<file path="src/rtl/semiring_pkg.sv">
`default_nettype none
// ============================================================================
// Module   : semiring_pkg
// Purpose  : Shared constants for the semiring dot-product sequencer: function
//            encodings, operand lane indices/packing and the min identity.
// Revision : 1.0 - initial release
// ============================================================================
package semiring_pkg;

  // Function select driven to the reduction unit.
  typedef enum logic [0:0] {
    FUNC_MINPLUS  = 1'b0,
    FUNC_MINTIMES = 1'b1
  } func_e;

  // Lane packing, lane 0 in the LSBs: {d2,d1,c2,c1,b2,b1,a2,a1}.
  localparam int unsigned A1 = 0;
  localparam int unsigned A2 = 1;
  localparam int unsigned B1 = 2;
  localparam int unsigned B2 = 3;
  localparam int unsigned C1 = 4;
  localparam int unsigned C2 = 5;
  localparam int unsigned D1 = 6;
  localparam int unsigned D2 = 7;
  localparam int unsigned NUM_LANES = 8;
  localparam int unsigned NUM_PAIRS = 4;

  // Identity of unsigned min for a W-bit datapath (all ones), W <= 64.
  function automatic logic [63:0] ident_of(input int unsigned w);
    if (w >= 64) return '1;
    return (64'd1 << w) - 64'd1;
  endfunction

endpackage : semiring_pkg
`default_nettype wire

</file>
<file path="src/rtl/sdseq_keep_mux.sv">
`default_nettype none
// ============================================================================
// Module   : sdseq_keep_mux
// Purpose  : Replaces every disabled operand pair by pair a. Since min is
//            idempotent the reduced result is unaffected by the duplicates.
// Revision : 1.0 - initial release
// ============================================================================
module sdseq_keep_mux
  import semiring_pkg::*;
#(
  parameter int W = 16
) (
  input  logic [8*W-1:0] pairs_i,
  input  logic [3:0]     keep_i,
  output logic [8*W-1:0] pairs_o
);

  logic [2*W-1:0] w_pair_a;
  logic [3:0]     w_keep_eff;

  // Pair a is always kept, even when its keep bit is (illegally) low.
  assign w_pair_a   = pairs_i[2*W*A1 +: 2*W];
  assign w_keep_eff = keep_i | 4'b0001;

  for (genvar p = 0; p < NUM_PAIRS; p++) begin : g_pair
    assign pairs_o[2*W*p +: 2*W] = w_keep_eff[p] ? pairs_i[2*W*p +: 2*W] : w_pair_a;
  end

endmodule : sdseq_keep_mux
`default_nettype wire

</file>
<file path="src/rtl/semiring_dot_sequencer.sv">
`default_nettype none
// ============================================================================
// Module   : semiring_dot_sequencer
// Purpose  : Streams 4-pair operand beats onto an external combinational
//            min-reduction unit, accumulates the running minimum across the
//            beats of a vector and presents the scalar in a valid/ready slot.
// Revision : 1.0 - initial release
// ============================================================================
module semiring_dot_sequencer
  import semiring_pkg::*;
#(
  parameter int W     = 16,
  parameter int CNT_W = 8
) (
  input  logic             clk,
  input  logic             rst_n,
  input  logic             in_valid_i,
  output logic             in_ready_o,
  input  logic [8*W-1:0]   in_pairs_i,
  input  logic [3:0]       in_keep_i,
  input  logic             in_last_i,
  input  logic             in_func_i,
  output logic [8*W-1:0]   red_ops_o,
  output logic [W-1:0]     red_e_o,
  output logic             red_func_o,
  input  logic [W-1:0]     red_out_i,
  output logic             res_valid_o,
  input  logic             res_ready_i,
  output logic [W-1:0]     res_data_o,
  output logic [CNT_W-1:0] res_beats_o
);

  localparam logic [63:0]  IDENT_WIDE = ident_of(W);
  localparam logic [W-1:0] IDENT      = IDENT_WIDE[W-1:0];

  logic [8*W-1:0]   op_q, op_d;
  logic             op_last_q, op_last_d;
  logic             op_v_q, op_v_d;
  func_e            func_q, func_d;
  logic [W-1:0]     acc_q, acc_d;
  logic             first_q, first_d;
  logic [CNT_W-1:0] cnt_q, cnt_d;
  logic             res_valid_q, res_valid_d;
  logic [W-1:0]     res_data_q, res_data_d;
  logic [CNT_W-1:0] res_beats_q, res_beats_d;

  logic [8*W-1:0]   w_kept;
  logic             w_adv;
  logic             w_accept;
  logic             w_in_first;
  logic             w_step;
  logic [CNT_W-1:0] w_cnt_inc;

  sdseq_keep_mux #(.W(W)) u_keep_mux (
    .pairs_i (in_pairs_i),
    .keep_i  (in_keep_i),
    .pairs_o (w_kept)
  );

  // Handshake, beat-position and next-state logic for both pipeline stages.
  always_comb begin
    op_d        = op_q;
    op_last_d   = op_last_q;
    op_v_d      = op_v_q;
    func_d      = func_q;
    acc_d       = acc_q;
    first_d     = first_q;
    cnt_d       = cnt_q;
    res_valid_d = res_valid_q;
    res_data_d  = res_data_q;
    res_beats_d = res_beats_q;

    // Only a pending last beat facing a full, unconsumed slot stalls the pipe.
    w_adv      = !op_v_q || !op_last_q || !res_valid_q || res_ready_i;
    in_ready_o = rst_n && w_adv;
    w_accept   = in_valid_i && in_ready_o;
    w_step     = op_v_q && w_adv;
    w_cnt_inc  = (cnt_q == '1) ? cnt_q : cnt_q + CNT_W'(1);
    // first_q describes the beat in the operand stage; an incoming beat
    // starts a vector only if the staged beat closes one (or the stage is
    // empty and no partial vector is accumulated).
    w_in_first = op_v_q ? op_last_q : first_q;

    if (w_adv) begin
      if (w_accept) begin
        op_d      = w_kept;
        op_last_d = in_last_i;
        op_v_d    = 1'b1;
        if (w_in_first) func_d = func_e'(in_func_i);
      end else begin
        op_v_d = 1'b0;
      end
    end

    if (res_valid_q && res_ready_i) res_valid_d = 1'b0;

    if (w_step) begin
      if (!op_last_q) begin
        acc_d   = red_out_i;
        first_d = 1'b0;
        cnt_d   = w_cnt_inc;
      end else begin
        res_data_d  = red_out_i;
        res_beats_d = w_cnt_inc;
        res_valid_d = 1'b1;
        acc_d       = IDENT;
        first_d     = 1'b1;
        cnt_d       = '0;
      end
    end
  end

  // State registers; reset discards any partial vector and pending result.
  always_ff @(posedge clk or negedge rst_n) begin
    if (!rst_n) begin
      op_q        <= '0;
      op_last_q   <= 1'b0;
      op_v_q      <= 1'b0;
      func_q      <= FUNC_MINPLUS;
      acc_q       <= IDENT;
      first_q     <= 1'b1;
      cnt_q       <= '0;
      res_valid_q <= 1'b0;
      res_data_q  <= '0;
      res_beats_q <= '0;
    end else begin
      op_q        <= op_d;
      op_last_q   <= op_last_d;
      op_v_q      <= op_v_d;
      func_q      <= func_d;
      acc_q       <= acc_d;
      first_q     <= first_d;
      cnt_q       <= cnt_d;
      res_valid_q <= res_valid_d;
      res_data_q  <= res_data_d;
      res_beats_q <= res_beats_d;
    end
  end

  assign red_ops_o   = op_q;
  assign red_func_o  = func_q;
  assign red_e_o     = first_q ? IDENT : acc_q;
  assign res_valid_o = res_valid_q;
  assign res_data_o  = res_data_q;
  assign res_beats_o = res_beats_q;

endmodule : semiring_dot_sequencer
`default_nettype wire

</file>
<file path="config.mk">
export PLATFORM = sky130hd
export DESIGN_NAME = semiring_dot_sequencer
export DESIGN_NICKNAME = d
export VERILOG_FILES = /design/src/rtl/semiring_pkg.sv /design/src/rtl/sdseq_keep_mux.sv /design/src/rtl/semiring_dot_sequencer.sv
export SDC_FILE = /design/constraint.sdc
export NUM_CORES = 1
export LEC_CHECK = 0
export CAP_MARGIN = 30
export CORE_MARGIN = 8
export CORE_UTILIZATION = 39
export CTS_CLUSTER_SIZE = 10
export DETAILED_ROUTE_END_ITERATION = 16
export GPL_TIMING_DRIVEN = 0
export HOLD_SLACK_MARGIN = 0.03
export MAX_ROUTING_LAYER = met4
export PLACE_DENSITY = 0.76
export SYNTH_ARGS = -nofsm -noshare
export SYNTH_HDL_FRONTEND = slang
export SYNTH_SLANG_ARGS = --single-unit
</file>
<file path="constraint.sdc">
create_clock -name clk -period 1.65 [get_ports clk]
set_clock_uncertainty 0.15 [all_clocks]
set_input_delay 0.2475 -clock clk [delete_from_list [all_inputs] [get_ports clk]]
set_output_delay 0.2475 -clock clk [all_outputs]
set_load 0.02 [all_outputs]
</file>
==> impl_metrics.json, run 1 <==
{
  "post_synth_instance_area_um2": 8030,
  "post_synth_inst_count": 823,
  "layoutNonFillerInstCount": 1492,
  "drv.max_cap_violation_count": 0,
  "synth_top_area_share_pct": 51.1,
  "numCtsBuffers": 17,
  "post_synth_xor_area_fraction_pct": 0.437,
  "worst_path_setup_slack_after_routing_ps": -157,
  "ios": 325,
  "synth_mux_area_share_pct": 12.4,
  "synth.most_common_cell": "sky130_fd_sc_hd__nand2_1",
  "dieArea_um2": 25400,
  "worst_setup_path_startpoint": "res_valid_o",
  "cts_sink_count": 181,
  "synthSimpleGateAreaFrac_pct": 16.7,
  "synth.yosys.seq_area_share_pct": 56.7,
  "initialDrtViolationCount": 452,
  "dieHeight_um": 159,
  "route.antenna.remaining_nets": 0,
  "critPathArrivalTime_ps": 1410,
  "yosys.cell_types.count": 42,
  "drt-vias-per-instance": 5.07,
  "violations": "hold timing, setup timing",
  "first_global_vias": 8170,
  "reported_leakage_power_nw": 6.67,
  "postLayoutCellArea_um2": 13700,
  "cts_tree": "built",
  "p_per_area_nw_per_um2": 1100,
  "criticalPathCategory": "flip-flop to output pin",
  "synth_area_leaders": "sky130_fd_sc_hd__dfrtp_1 51%, sky130_fd_sc_hd__nand2_1 13%, sky130_fd_sc_hd__mux2i_1 12%",
  "place.gp.congestion": 0.858,
  "synth_top_flop_cell": "sky130_fd_sc_hd__dfrtp_1",
  "complex_gate_fraction_of_the_synthesized_area_pct": 9.96,
  "final-setup-viol-count": 104,
  "post-synth-top-area-cell": "sky130_fd_sc_hd__dfrtp_1",
  "drv_slew": 0,
  "pin_count_of_the_biggest_net_entering_global_routing": 98,
  "startpoint_type": "flip-flop",
  "postRouteWirelength_mm": 32.0,
  "synth_common_cells": "287 x sky130_fd_sc_hd__nand2_1, 164 x sky130_fd_sc_hd__dfrtp_1, 113 x sky130_fd_sc_hd__o21ai_0, 97 x sky130_fd_sc_hd__mux2i_1, 29 x sky130_fd_sc_hd__clkbuf_1",
  "clock_tree.root_cell": "sky130_fd_sc_hd__clkbuf_16",
  "outcome": "finished, violations left",
  "dr_total_vias": 7561,
  "dp.final_hpwl_mm": 22.4,
  "worstHoldPathType": "input port to async pin",
  "final_worst_path_cycle_share_pct": 110,
  "post-route-drc-count": 0,
  "placement.cell_area_um2": 11600,
  "fmaxAchievable_ghz": 0.553,
  "worstPathRequired_ps": 1250,
  "crit-reg2reg-launch": "res_valid_o",
  "setup_repair_after_global_routing_missed_its_margin": "true",
  "synth_nets": 978,
  "postSynthRegisterBits": 181,
  "average_detailed_routed_wire_length_per_instance_um": 21.4,
  "finalHoldWorstSlack_ps": -362,
  "global_route_total_usage_across_every_layer_pct": 25.3,
  "nets": 1363,
  "drt_first_pass_iters": 5,
  "synth_enable_flop_cells": 0,
  "clock_insertion_delay_worst_skew_ps": 430,
  "largest_family_of_logic_cells_by_synthesized_area": "simple AND/OR/NAND/NOR gates",
  "yosys_warnings": 0,
  "clk_pin_slew_ps": 80,
  "port_buffers": 320,
  "initial_standard_cell_utilization_of_the_core_pct": 39.7,
  "placeableCoreArea_um2": 20200,
  "syn2layout_area_growth_pct": 70.5,
  "number_of_antenna_violations_at_the_first_check_in_global_routing": 1,
  "drive_gt1_share_pct": 27.4,
  "cts-root-to-sink-buffers": 2,
  "number_of_filler_cells_placed_in_the_layout": 1599,
  "time_the_final_worst_path_needs_with_i_o_delays_and_setup_ps": 1810,
  "hold_violations": 67,
  "ctsHtreeMaxLevel": 4,
  "postSynth.asyncResetShare_pct": 100,
  "place_ws_ps": -725,
  "placed_cells": 1414,
  "num_rows": 52,
  "peakVddDrop_uv": 706,
  "die_span_x_um": 159,
  "critical_path_peak_fanout": 4,
  "endpoint_kind": "output pin",
  "globalRoute.totalOverflow": 0,
  "finalSetupTns_ps": -8840,
  "ff2ff_setup_slack_ps": -130,
  "postSynthAreaPerCell_um2": 9.75,
  "grt_first_pass_wirelength_mm": 48.4,
  "maxSlewHeadroom_pct": 32.4,
  "synth-adder-area-share_pct": 0.156,
  "measured_slew_at_the_worst_slew_check_pin_ps": 1010
}
[layer usage]
layer  vias to the layer above  wire (µm)  global-route usage, %
li1                       3515          -                      -
met1                      3696      13100                   29.7
met2                       296      15600                   40.8
met3                        54       2450                   7.99
met4                         0        757                   7.89
met5                         -          0                      -
[path summary, 6_finish.rpt]
kind,to,cells past startpoint
max reg2reg,red_ops_o[19],9
min in group clk,red_ops_o[94],3
min,red_ops_o[35],1
max,in_ready_o,5
max in group asynchronous,red_ops_o[94],2
min reg2reg,acc_q[3],2
[kinds of logic after synthesis]
logic type | Yosys count
and+or+nand+nor | 332
DFF | 181
AOI/OAI and AO/OA | 147
muxes | 99
buffers and inverters | 59
xor gates and xnor gates | 4
adders and majority gates | 1
[critical path, cell delays in order, from the launching register on]
cell and delay, ps:
sky130_fd_sc_hd__dfrtp_2 370, sky130_fd_sc_hd__nand2b_1 60, sky130_fd_sc_hd__buf_6 130, sky130_fd_sc_hd__buf_6 110, sky130_fd_sc_hd__o21a_1 180, sky130_fd_sc_hd__buf_6 130
[per-stage QoR]
stage	hold slack (ps)	power, mW	utilization [%]
after CTS	-317	14.8	64.7
after floorplan	-198	7.94	-
final	-362	15.1	67.6
after detailed placement	147	10.6	57.6
after global placement	289	10.5	57.4
after global routing	-291	15.8	67.6
[sequential cells by signal, indices dropped and copies added, names as in the netlist]
register,flops
acc_q,16
cnt_q,8
first_q,1
op_last_q,1
op_v_q,1
red_func_o,1
red_ops_o,128
res_beats_o,8
res_data_o,16
res_valid_o,1
[cell usage in the layout (no fill, tap or decap), drive strengths merged, types with 2 or more instances in the layout]
master	n
nand2b	3
dfrtp	164
nor2	11
a31oi	6
clkdlybuf4s50	148
nor2b	2
dlygate4sd2	146
clkbuf	40
and4	2
dfstp	17
inv	11
clkinvlp	3
clkdlybuf4s15	4
nand3	4
xnor2	3
o21a	3
mux2	2
buf	103
and3	2
or2	17
nand2	288
mux2i	97
o211ai	2
a21oi	5
o21ai	123
[report_power, final]
group          internal, mW  switching, mW
clock                  2.18           1.91
sequential             5.30          0.569
combinational          2.35           2.77
total                  9.82           5.26
[layout make-up]
type                            count  area (µm²)  area share (%)
Tap cell                          270         338            2.47
Multi-Input combinational cell    583        3840            28.1
Inverter                            3        11.3          0.0823
Sequential cell                   181        4560            33.3
Antenna cell                        1        2.50          0.0183
Clock inverter                     13         135           0.988
Buffer                             52         618            4.52
Clock buffer                       19         443            3.24
Timing Repair Buffer              370        3730            27.3
[what timing repair did]
item                                    in CTS  in global routing
endpoints found under the setup margin     348                189
hold endpoints to repair                    67                 67
cloned                                      12                  5
setup buffers                               27                 13
pin swaps                                  106                 28
resized for setup                          490                224
Power figures use the tool's default switching activity.
==> inputs of run 2 (changes only) <==
--- a/config.mk
+++ b/config.mk
@@ -6,14 +6,15 @@
 export NUM_CORES = 1
 export LEC_CHECK = 0
 export CAP_MARGIN = 30
+export CELL_PAD_IN_SITES_DETAIL_PLACEMENT = 0
+export CELL_PAD_IN_SITES_GLOBAL_PLACEMENT = 1
 export CORE_MARGIN = 8
-export CORE_UTILIZATION = 39
-export CTS_CLUSTER_SIZE = 10
+export CORE_UTILIZATION = 29
 export DETAILED_ROUTE_END_ITERATION = 16
 export GPL_TIMING_DRIVEN = 0
 export HOLD_SLACK_MARGIN = 0.03
 export MAX_ROUTING_LAYER = met4
-export PLACE_DENSITY = 0.76
+export PLACE_DENSITY_LB_ADDON = 0.1
 export SYNTH_ARGS = -nofsm -noshare
 export SYNTH_HDL_FRONTEND = slang
 export SYNTH_SLANG_ARGS = --single-unit
==> run 2 against run 1 <==
The run still ends with hold timing, setup timing left; sequential share of layout area decreased by 0.64 points; final cell count is 7.6% higher; worst setup slack improved by 22 ps; count of clock-buffer cells in the layout rose by 1; utilization down 17 points; sequential power hardly changed; via count shrank 3.4%; total power increased by 0.12%; register-to-register slack improved by 30 ps; combinational power about the same.
==> impl_metrics.json, run 2 (synthesis results as in run 1) <==
{
  "outcome": "finished, violations left",
  "violations": "hold timing, setup timing",
  "numCtsBuffers": 17,
  "intPower_mw": 9.75,
  "p_per_area_nw_per_um2": 1080,
  "worst_path_setup_slack_after_routing_ps": -135,
  "final_worst_path_cycle_share_pct": 108,
  "crit_chain": "clkbuf_8 -> or2_4 -> buf_6",
  "drt_first_pass_iters": 4,
  "drv_slew": 0,
  "final_common_cell": "sky130_fd_sc_hd__nand2_1",
  "setup_repair_after_global_routing_missed_its_margin": "true",
  "dieArea_um2": 33300,
  "critPathTopFamily": "flip-flops",
  "worstPathRequired_ps": 1250,
  "largest_register_ffs": 128,
  "reported_leakage_power_nw": 6.74,
  "time_the_final_worst_path_needs_with_i_o_delays_and_setup_ps": 1790,
  "clock_tree.root_cell": "sky130_fd_sc_hd__clkbuf_16",
  "port_buffers": 320,
  "place.gp.congestion": 0.791,
  "cts_tree": "built",
  "worstHoldPathType": "input port to async pin",
  "clk_pin_slew_ps": 80,
  "final-setup-viol-count": 115,
  "number_of_filler_cells_placed_in_the_layout": 2625,
  "grt_first_pass_wirelength_mm": 49.0,
  "globalRoute.totalOverflow": 0,
  "drive_gt1_share_pct": 27.0,
  "global_route_total_usage_across_every_layer_pct": 20.0,
  "cts-root-to-sink-buffers": 2,
  "critical_path_peak_fanout": 5,
  "crit_path_max_incr_delay_ps": 580,
  "drv.max_cap_violation_count": 0,
  "post-route-drc-count": 0,
  "p_clk_share_pct": 27.2,
  "cts_sink_count": 181,
  "startpoint_type": "flip-flop",
  "syn2layout_area_growth_pct": 73.8,
  "number_of_buffer_and_inverter_instances_along_the_worst_setup_path": 2,
  "number_of_antenna_violations_at_the_first_check_in_global_routing": 4,
  "postRouteWirelength_mm": 33.8,
  "power.share.sequential_pct": 38.7,
  "placeableCoreArea_um2": 27600,
  "fmaxAchievable_ghz": 0.560,
  "drt-vias-per-instance": 4.55,
  "placement.cell_area_um2": 11800,
  "average_detailed_routed_wire_length_per_instance_um": 21.0,
  "p_total_mw": 15.1,
  "ios": 325,
  "die_span_x_um": 182,
  "postLayoutCellArea_um2": 13900,
  "nets": 1365,
  "initialDrtViolationCount": 380,
  "critPathArrivalTime_ps": 1390,
  "num_rows": 61,
  "dp.final_hpwl_mm": 23.1,
  "peakVddDrop_uv": 708,
  "clock_insertion_delay_worst_skew_ps": 430,
  "maxSlewHeadroom_pct": 33.3,
  "ctsHtreeMaxLevel": 4,
  "slowest_stage": "sky130_fd_sc_hd__dfstp_2",
  "ff2ff_setup_slack_ps": -100,
  "endpoint_kind": "output pin",
  "commonest_non_fill_non_tap_cells_in_the_layout": "189 x sky130_fd_sc_hd__nand2_1, 157 x sky130_fd_sc_hd__dfrtp_1, 148 x sky130_fd_sc_hd__clkdlybuf4s50_1",
  "power.switching_mw": 5.35,
  "criticalPathCategory": "flip-flop to output pin",
  "comb_power_share_pct": 34.1,
  "finalHoldWorstSlack_ps": -375,
  "switching_share_pct": 35.4,
  "dr_total_vias": 7304,
  "hold_violations": 78,
  "pin_count_of_the_biggest_net_entering_global_routing": 81,
  "initial_standard_cell_utilization_of_the_core_pct": 29.1,
  "dieHeight_um": 182,
  "first_global_vias": 7699,
  "route.antenna.remaining_nets": 0,
  "measured_slew_at_the_worst_slew_check_pin_ps": 1000
}
-- run 2: timing repair --
item,in CTS,in global routing
pin swaps,47,99
gates cloned,10,9
endpoints found under the hold margin,119,145
hold buffers,1,3
setup endpoints to repair,350,192
buffers inserted,21,12
gates resized for setup,472,212
-- run 2: cell type report --
type,instances,area [µm²],share of cell area (%)
clock inverter,12,113,0.807
multi-input combinational,583,3830,27.5
sequential,181,4560,32.7
clock buffer,20,457,3.27
antenna,4,10.0,0.0718
buffer,53,631,4.52
inverter,3,11.3,0.0807
tap,378,473,3.39
timing repair buffer,371,3870,27.7
-- run 2: path summary, 6_finish.rpt --
path | cells after the start | start | to
min in group clk | 3 | in_keep_i[2] | red_ops_o[95]
worst min-delay path | 2 | rst_n | red_ops_o[86]
worst min register to register | 2 | acc_q[14] | acc_q[14]
worst max-delay path | 3 | first_q | red_e_o[11]
worst max register to register | 8 | op_v_q | red_ops_o[54]
max in group asynchronous | 3 | rst_n | red_ops_o[24]
-- run 2: power by group through the flow --
stage / logic (mW) / registers (mW) / clock network (mW)
global placement: 4.77 / 5.84 / 0
global route: 5.54 / 5.95 / 4.41
finish: 5.14 / 5.84 / 4.11
floorplan: 1.31 / 6.63 / 0
detailed placement: 4.76 / 5.86 / 0
CTS: 4.90 / 5.76 / 4.25
-- run 2: layer usage --
layer,routed length [µm],global-route usage (%),vias to the layer above
met5,0,-,-
met4,517,5.05,0
met3,2550,7.20,25
met2,15700,30.2,221
met1,15000,25.3,3521
li1,-,-,3537
-- run 2: stage by stage --
| step | setup TNS [ps] | worst slack (ps) | instances | utilization, % |
|---|---|---|---|---|
| 2_1_floorplan | -67.8 | -67.8 | 823 | - |
| 3_3_place_gp | -2635460 | -9370 | 1521 | 42.6 |
| 3_5_place_dp | -153930 | -1150 | 1522 | 42.8 |
| 4_1_cts | -6780 | -154 | 1585 | 47.6 |
| 5_1_grt | -19240 | -194 | 1605 | 50.6 |
| 6_report | -6430 | -135 | 1605 | 50.6 |
